===== src/rtl/urv_writeback.sv =====
// Writeback stage: commits ALU results or formatted load data into the register file.
// Latency: ALU results commit one cycle after accept; loads commit the cycle after dm_load_done_i.
// Backpressure: w_stall_o is high only while waiting for load data (URV_WB_LOAD_TIMEOUT_EN adds a load timeout).
module urv_writeback #(
    parameter int g_timeout = 255
) (
    input  logic        clk_i,
    input  logic        rst_i,
    input  logic        x_valid_i,
    input  logic [4:0]  x_rd_i,
    input  logic        x_rd_write_i,
    input  logic [31:0] x_rd_value_i,
    input  logic        x_load_i,
    input  logic [2:0]  x_fun_i,
    input  logic [1:0]  x_dm_addr_i,
    input  logic        dm_load_done_i,
    input  logic [31:0] dm_data_l_i,
    output logic        w_stall_o,
    output logic [4:0]  rf_rd_o,
    output logic [31:0] rf_rd_value_o,
    output logic        rf_rd_store_o,
    output logic        rf_bypass_write_o,
    output logic [31:0] rf_bypass_value_o,
    output logic        w_load_err_o
);

    typedef enum logic [1:0] {IDLE, ALU_COMMIT, LOAD_WAIT, LOAD_COMMIT} state_t;

    if (g_timeout < 1 || g_timeout > 255) begin : g_timeout_range
        $error("urv_writeback: g_timeout must be within 1..255");
    end

    state_t      state;
    logic [4:0]  rd_q;
    logic [31:0] value_q;
    logic        store_q;
    logic        wen_q;
    logic [2:0]  fun_q;
    logic [1:0]  addr_q;
    logic        accept;
    logic [7:0]  ld_byte;
    logic [15:0] ld_half;
    logic [31:0] load_fmt;

`ifdef URV_WB_LOAD_TIMEOUT_EN
    localparam logic [7:0] TMO_LAST = 8'(g_timeout - 1);
    logic [7:0] tmo_cnt;
    logic       err_q;
    assign w_load_err_o = err_q;
`else
    assign w_load_err_o = 1'b0;
`endif

    assign w_stall_o         = (state == LOAD_WAIT);
    assign accept            = x_valid_i & ~w_stall_o;
    assign rf_rd_o           = rd_q;
    assign rf_rd_value_o     = value_q;
    assign rf_bypass_value_o = value_q;
    assign rf_rd_store_o     = store_q;
    assign rf_bypass_write_o = store_q;

    // Halfword selection looks only at addr[1]; misaligned halfwords read the containing half.
    always_comb begin
        ld_byte = dm_data_l_i[7:0];
        case (addr_q)
            2'd1:    ld_byte = dm_data_l_i[15:8];
            2'd2:    ld_byte = dm_data_l_i[23:16];
            2'd3:    ld_byte = dm_data_l_i[31:24];
            default: ld_byte = dm_data_l_i[7:0];
        endcase
        ld_half = addr_q[1] ? dm_data_l_i[31:16] : dm_data_l_i[15:0];
        case (fun_q)
            3'b000:  load_fmt = {{24{ld_byte[7]}}, ld_byte};
            3'b100:  load_fmt = {24'd0, ld_byte};
            3'b001:  load_fmt = {{16{ld_half[15]}}, ld_half};
            3'b101:  load_fmt = {16'd0, ld_half};
            default: load_fmt = dm_data_l_i;
        endcase
    end

    always_ff @(posedge clk_i or negedge rst_i) begin
        if (!rst_i) begin
            state   <= IDLE;
            rd_q    <= 5'd0;
            value_q <= 32'd0;
            store_q <= 1'b0;
            wen_q   <= 1'b0;
            fun_q   <= 3'd0;
            addr_q  <= 2'd0;
`ifdef URV_WB_LOAD_TIMEOUT_EN
            tmo_cnt <= 8'd0;
            err_q   <= 1'b0;
`endif
        end else begin
            store_q <= 1'b0;
`ifdef URV_WB_LOAD_TIMEOUT_EN
            err_q   <= 1'b0;
`endif
            case (state)
                LOAD_WAIT: begin
                    // Real data wins over a timeout expiring in the same cycle.
                    if (dm_load_done_i) begin
                        value_q <= load_fmt;
                        store_q <= wen_q;
                        state   <= LOAD_COMMIT;
                    end
`ifdef URV_WB_LOAD_TIMEOUT_EN
                    else if (tmo_cnt == TMO_LAST) begin
                        value_q <= 32'd0;
                        store_q <= wen_q;
                        err_q   <= 1'b1;
                        state   <= LOAD_COMMIT;
                    end else begin
                        tmo_cnt <= tmo_cnt + 8'd1;
                    end
`endif
                end
                default: begin
                    if (accept) begin
                        rd_q <= x_rd_i;
                        if (x_load_i) begin
                            wen_q  <= x_rd_write_i && (x_rd_i != 5'd0);
                            fun_q  <= x_fun_i;
                            addr_q <= x_dm_addr_i;
                            state  <= LOAD_WAIT;
`ifdef URV_WB_LOAD_TIMEOUT_EN
                            tmo_cnt <= 8'd0;
`endif
                        end else begin
                            value_q <= x_rd_value_i;
                            store_q <= x_rd_write_i && (x_rd_i != 5'd0);
                            state   <= ALU_COMMIT;
                        end
                    end else begin
                        state <= IDLE;
                    end
                end
            endcase
        end
    end

endmodule


===== config.mk =====
export PLATFORM = sky130hd
export DESIGN_NAME = urv_writeback
export DESIGN_NICKNAME = d
export VERILOG_FILES = /design/src/rtl/urv_writeback.sv
export SDC_FILE = /design/constraint.sdc
export NUM_CORES = 1
export LEC_CHECK = 0
export CAP_MARGIN = 5
export CORE_MARGIN = 2
export CORE_UTILIZATION = 36
export CTS_CLUSTER_DIAMETER = 60
export DETAILED_ROUTE_END_ITERATION = 6
export PLACE_DENSITY = 0.86
export SLEW_MARGIN = 20
export SYNTH_ARGS = -nofsm -noshare
export SYNTH_HDL_FRONTEND = slang
export SYNTH_SLANG_ARGS = --single-unit

===== constraint.sdc =====
create_clock -name clk_i -period 1.65 [get_ports clk_i]
set_input_delay 0.2475 -clock clk_i [delete_from_list [all_inputs] [get_ports clk_i]]
set_output_delay 0.2475 -clock clk_i [all_outputs]
set_load 0.01 [all_outputs]

; Word-level counts from Yosys, hierarchy flattened
; Index checks and enable logic that the tools add are counted.
[word_totals]
output_inout_bits = 73
input_bits = 80
regBits = 46
[classes]
n_reduce_logical = 7
n_eq_ne = 9
bitwise = 2
muxes = 15
[ops]
columns = op, n
row1 = 32-bit 2-to-1 mux, 4
row2 = 32-bit case mux with 4 select lines, 1
row3 = 8-bit case mux with 3 select lines, 1
row4 = 16-bit 2-to-1 mux, 1
row5 = 2-bit 2-to-1 mux, 4
row6 = 2-bit equality test (second input constant), 3
row7 = 3-bit equality test (second input constant), 2
row8 = 3-bit AND reduction, 2
row9 = 5-bit nonzero test, 1
row10 = 1-bit 2-to-1 mux, 4
row11 = 3-bit by 1-bit equality test with 1-bit output (second input constant), 1
row12 = 3-bit logical NOT, 1
row13 = 2-bit by 1-bit equality test with 1-bit output (second input constant), 1
row14 = 2-bit by 1-bit != test with 1-bit output (second input constant), 1
row15 = 2-bit != test (second input constant), 1
row16 = 2-bit AND reduction, 1
row17 = 2-bit nonzero test, 1
row18 = 1-bit bitwise AND, 1
row19 = 1-bit logical AND, 1
row20 = 1-bit inverter, 1

; Longest topological paths before layout
; Gate-level depths: netlist of the first run.
[logic_depth]
word_depth = 5
depth_mapped = 9

; Worst setup path after synthesis of the first run
; No wires, ideal clock.
[synth_timing]
kind = register to register
startpoint = register addr_q[0]
endpoint = register value_q[21], in the netlist rf_bypass_value_o[21]
slack_ns = 0.055
t_required_ns = 1.522
synth_period_minus_slack_ns = 1.595
path_stages_with_launch = 6
arrival_time_ns = 1.467
path_buffers = 1
setup_ns = 0.128
cell_sequence = dfrtp_1 mux2_1 a222oi_1 o21a_2 buf_8 a211oi_2
[synth_between]
elab_chain_len = 5
word_cells_on_any_way = 7
cone_classes = eq/ne (3) / mux (4)
[synth_rtl]
columns = element, line_no
row1 = from (decl), 39  ; logic [1:0] addr_q;
row2 = from (signal assigned), 124  ; addr_q <= x_dm_addr_i;
row3 = 2-bit equality test / 2-bit by 1-bit equality test with 1-bit output (equally long branches), 65  ; case (addr_q)
row4 = 8-bit case mux with 3 select lines *, 65
row5 = 32-bit case mux with 4 select lines *, 72  ; case (fun_q)
row6 = 32-bit 2-to-1 mux *, 102  ; if (dm_load_done_i) begin
row7 = 32-bit 2-to-1 mux *, 99  ; case (state)
row8 = to (signal assigned), 103  ; value_q <= load_fmt;
row9 = to (signal assigned), 130  ; value_q <= x_rd_value_i;
row10 = to (decl), 35  ; logic [31:0] value_q;
; Every way passes the cells marked *; elsewhere a longest branch is shown, timed or not. The select of a mux whose other input is x is not followed.
; A chain may end at the register's enable or synchronous reset.

; Final worst setup path of the first run
[layout_timing]
startpoint = register addr_q[0]
endpoint = register value_q[26], in the netlist rf_bypass_value_o[26]
; Same word-level chain as after synthesis.

==> results of run 1 <==
==> power groups by stage <==
stage          Clock (mW)  Combinational [mW]  Sequential (mW)
6_report            0.777                5.19             2.20
5_1_grt             0.838                5.56             2.27
4_1_cts             0.789                5.05             2.20
3_5_place_dp            0                4.99             2.21
3_3_place_gp            0                4.86             2.17
2_1_floorplan           0                2.77             2.26
==> state kept, by name, indices dropped and copies added, names as in the netlist <==
signal	count
rf_rd_o	5
fun_q	3
addr_q	2
rf_bypass_value_o	32
rf_bypass_write_o	1
state	2
wen_q	1
==> area by class of cell <==
type	instances	area, um2
clock inverter	1	8.76
tap	102	128
inverter	7	26.3
timing repair buffer	187	1840
fill	669	3100
sequential	46	1150
multi-input combinational	193	1340
clock buffer	7	96.3
==> synthesized netlist by cell type <==
cell type / n / area share, %
buf_6: 4 / 1.6
and3b_1: 1 / 0.31
nor2b_1: 4 / 0.88
inv_1: 5 / 0.66
a22oi_2: 1 / 0.44
a22o_1: 4 / 1.2
conb_1: 1 / 0.13
inv_2: 2 / 0.26
a222oi_1: 1 / 0.35
mux2_4: 1 / 0.53
mux2_2: 17 / 6.7
o32a_1: 7 / 2.5
and3_1: 4 / 0.88
clkbuf_1: 9 / 1.2
nand3b_1: 1 / 0.26
nor3_1: 20 / 3.5
or4_1: 1 / 0.26
o21ai_0: 6 / 1.1
or2_2: 1 / 0.22
mux2_1: 2 / 0.79
nor2_1: 30 / 3.9
buf_4: 35 / 9.2
a211oi_2: 10 / 4.4
buf_8: 1 / 0.53
and2_1: 1 / 0.22
nand3_1: 2 / 0.35
a221o_1: 4 / 1.4
o31ai_1: 1 / 0.26
a211oi_1: 10 / 2.6
nand2_1: 19 / 2.5
nand2b_1: 3 / 0.66
a31oi_1: 1 / 0.22
buf_2: 6 / 1.1
o21ba_2: 1 / 0.35
a21oi_1: 23 / 4.0
o21a_2: 1 / 0.31
o21a_1: 2 / 0.53
dfrtp_1: 46 / 40
o211ai_1: 8 / 2.1
a22oi_1: 4 / 1.1
or3b_1: 1 / 0.31
==> metrics by stage <==
step | cell area, um2 | util (%) | total power, mW | setup TNS (ns) | setup slack (ns)
final | 4590 | 59.7 | 8.16 | -0.299 | -0.0378
after CTS | 4510 | 58.7 | 8.03 | -0.0365 | -0.0127
after floorplan | 2860 | - | 5.03 | 0 | 0.0554
after global routing | 4590 | 59.7 | 8.67 | -1.03 | -0.0732
after detailed placement | 4370 | 56.9 | 7.19 | -6.28 | -0.283
after global placement | 4370 | 56.9 | 7.03 | -5.12 | -0.229
==> what timing repair did <==
item	in CTS	in global routing
pin swaps	1	10
buffers inserted	2	1
endpoints found under the setup margin	23	27
hold buffers	1	0
gates resized for setup	7	15
hold endpoints to repair	22	0
gates cloned	0	1
==> cell families (layout without fill, tap and decap cells) <==
group | count (synthesis) | count (layout) | share of synthesized area [%]
and+or+nand+nor | 88 | 88 | 14.3
DFF | 46 | 46 | 40.3
buffers and inverters | 62 | 202 | 14.5
AOI/OAI and AO/OA | 84 | 84 | 22.8
muxes | 20 | 20 | 8.02
other | 1 | 1 | 0.131
==> per-layer routing <==
| metal | GRT usage, % | wire length [um] | up-vias |
|---|---|---|---|
| met4 | 4.66 | 138 | 0 |
| met2 | 37.6 | 4940 | 139 |
| met3 | 4.75 | 675 | 14 |
| li1 | - | - | 1327 |
| met1 | 27.0 | 3760 | 1415 |
| met5 | 0 | 0 | - |
==> worst register-to-register path, cell delays in order, from the launching register on <==
cell       delay (ns)
dfrtp_1          0.44
mux2_4           0.34
a222oi_1         0.33
o21a_2           0.23
clkbuf_16        0.18
a211oi_2         0.07
==> worst paths after layout <==
path | end | slack, ns | cells after the start
max | rf_bypass_value_o[26] | -0.04 | 5
min | rf_bypass_value_o[25] | 0.47 | 2
max reg2reg | rf_bypass_value_o[26] | -0.04 | 5
min reg2reg | wen_q | 0.50 | 2
max in group asynchronous | addr_q[1] | 0.62 | 3
min in group clk_i | wen_q | 0.50 | 2
==> results.sh, run 1 <==
export IMPL_grt_pass1_vias=2902
export IMPL_cts_htree_levels=2
export IMPL_syn_area_um2=2860
export IMPL_whs_ns=0.473
export IMPL_cp_max_fo=8
export IMPL_post_route_period_util_pct=102
export IMPL_ys_seq_elements=46
export IMPL_antenna_left=0
export IMPL_mostFrequentLayoutCell="clkdlybuf4s50_1"
export IMPL_cap_viol_max_count=0
export IMPL_synth_warning_count=0
export IMPL_path_clk_slew_ns=0.09
export IMPL_clkPwrFrac_pct=9.5
export IMPL_die_y_um=93.1
export IMPL_cts_buffer_depth=2
export IMPL_start_util_pct=37.1
export IMPL_avgSynthCellArea_um2=9.49
export IMPL_antennaDiodeCount=0
export IMPL_crit_arrival_ns=1.87
export IMPL_wire_per_inst_um=17.5
export IMPL_p_sw_mw=3.17
export IMPL_crit_start="addr_q[0]"
export IMPL_dp_cells=530
export IMPL_root_buffer="clkbuf_8"
export IMPL_finalSetupViolCount=16
export IMPL_slew_limit_headroom_pct=60.5
export IMPL_drive_gt1_share_pct=20.9
export IMPL_r2r_start="addr_q[0]"
export IMPL_via_per_inst=5.33
export IMPL_tightest_slew_ns=0.592
export IMPL_final_cell_mix="149 x clkdlybuf4s50_1, 44 x dfrtp_1, 30 x buf_4"
export IMPL_drcViolationCount=0
export IMPL_die_width_um=93.1
export IMPL_p_leak_nw=1.84
export IMPL_gr_total_overflow=0
export IMPL_dieArea_um2=8660
export IMPL_io_pins=153
export IMPL_via_count=2895
export IMPL_grt_max_degree=25
export IMPL_ys_types=41
export IMPL_slew_violations=0
export IMPL_antenna_found_initial=0
export IMPL_clock_sinks=46
export IMPL_pwr_share_comb_pct=63.5
export IMPL_setup_ws_ns=-0.0378
export IMPL_drt_initial_drc_count=117
export IMPL_nets=520
export IMPL_violations="negative setup slack"
export IMPL_rows=32
export IMPL_crit_type="flop to flop"
export IMPL_switching_share_pct=38.8
export IMPL_area_delta_synth_final_pct=60.6
export IMPL_fin_skew_ns=0.00668
export IMPL_place_congestion=0.817
export IMPL_grt_usage_pct=21.4
export IMPL_finalHoldViolCount=0
export IMPL_synthCells=301
export IMPL_path_cells="mux2_4, a222oi_1, o21a_2, clkbuf_16, a211oi_2"
export IMPL_hold_class="input pin to async pin"
export IMPL_portBuffers=151
export IMPL_insertion_delay_ns=0.30
export IMPL_p_seq_share_pct=27.0
export IMPL_p_int_mw=5.00
export IMPL_layout_cells_non_filler=543
export IMPL_cp_top_family="compound AO/OA/AOI/OAI gates"
export IMPL_path_buf_inv=1
export IMPL_grt_pass1_wl_um=14500
export IMPL_worstPathRequired_ns=1.84
export IMPL_yosysSeqAreaShare_pct=40.3
export IMPL_max_stage_delay_ns=0.44
export IMPL_max_clock_freq_mhz=593
export IMPL_rsz0062_at_grt="yes"
export IMPL_crit_path_end_kind="flop"
export IMPL_slowest_stage="dfrtp_1"
export IMPL_syn_nets=381
export IMPL_drt_total_wl_um=9510
export IMPL_core_region_area_um2=7690
export IMPL_cts_tree="built"
export IMPL_start_kind="flop"
export IMPL_power_density_nw_per_um2=1780
export IMPL_cts_buffers=5
export IMPL_first_pass_iters=4
export IMPL_peakVddDrop_mv=0.800
export IMPL_min_period_ns=1.69
export IMPL_outcome="complete, but fails checks"
export IMPL_hpwlAfterDp_um=7410
Power figures use the tool's default switching activity.
==> run 2, diff against run 1 <==
--- a/config.mk
+++ b/config.mk
@@ -9,6 +9,7 @@
 export CORE_MARGIN = 2
 export CORE_UTILIZATION = 36
 export CTS_CLUSTER_DIAMETER = 60
+export CTS_CLUSTER_SIZE = 24
 export DETAILED_ROUTE_END_ITERATION = 6
 export PLACE_DENSITY = 0.86
 export SLEW_MARGIN = 20
==> results of run 2 <==
Final layout, timing and power as in run 1 (identical DEF).
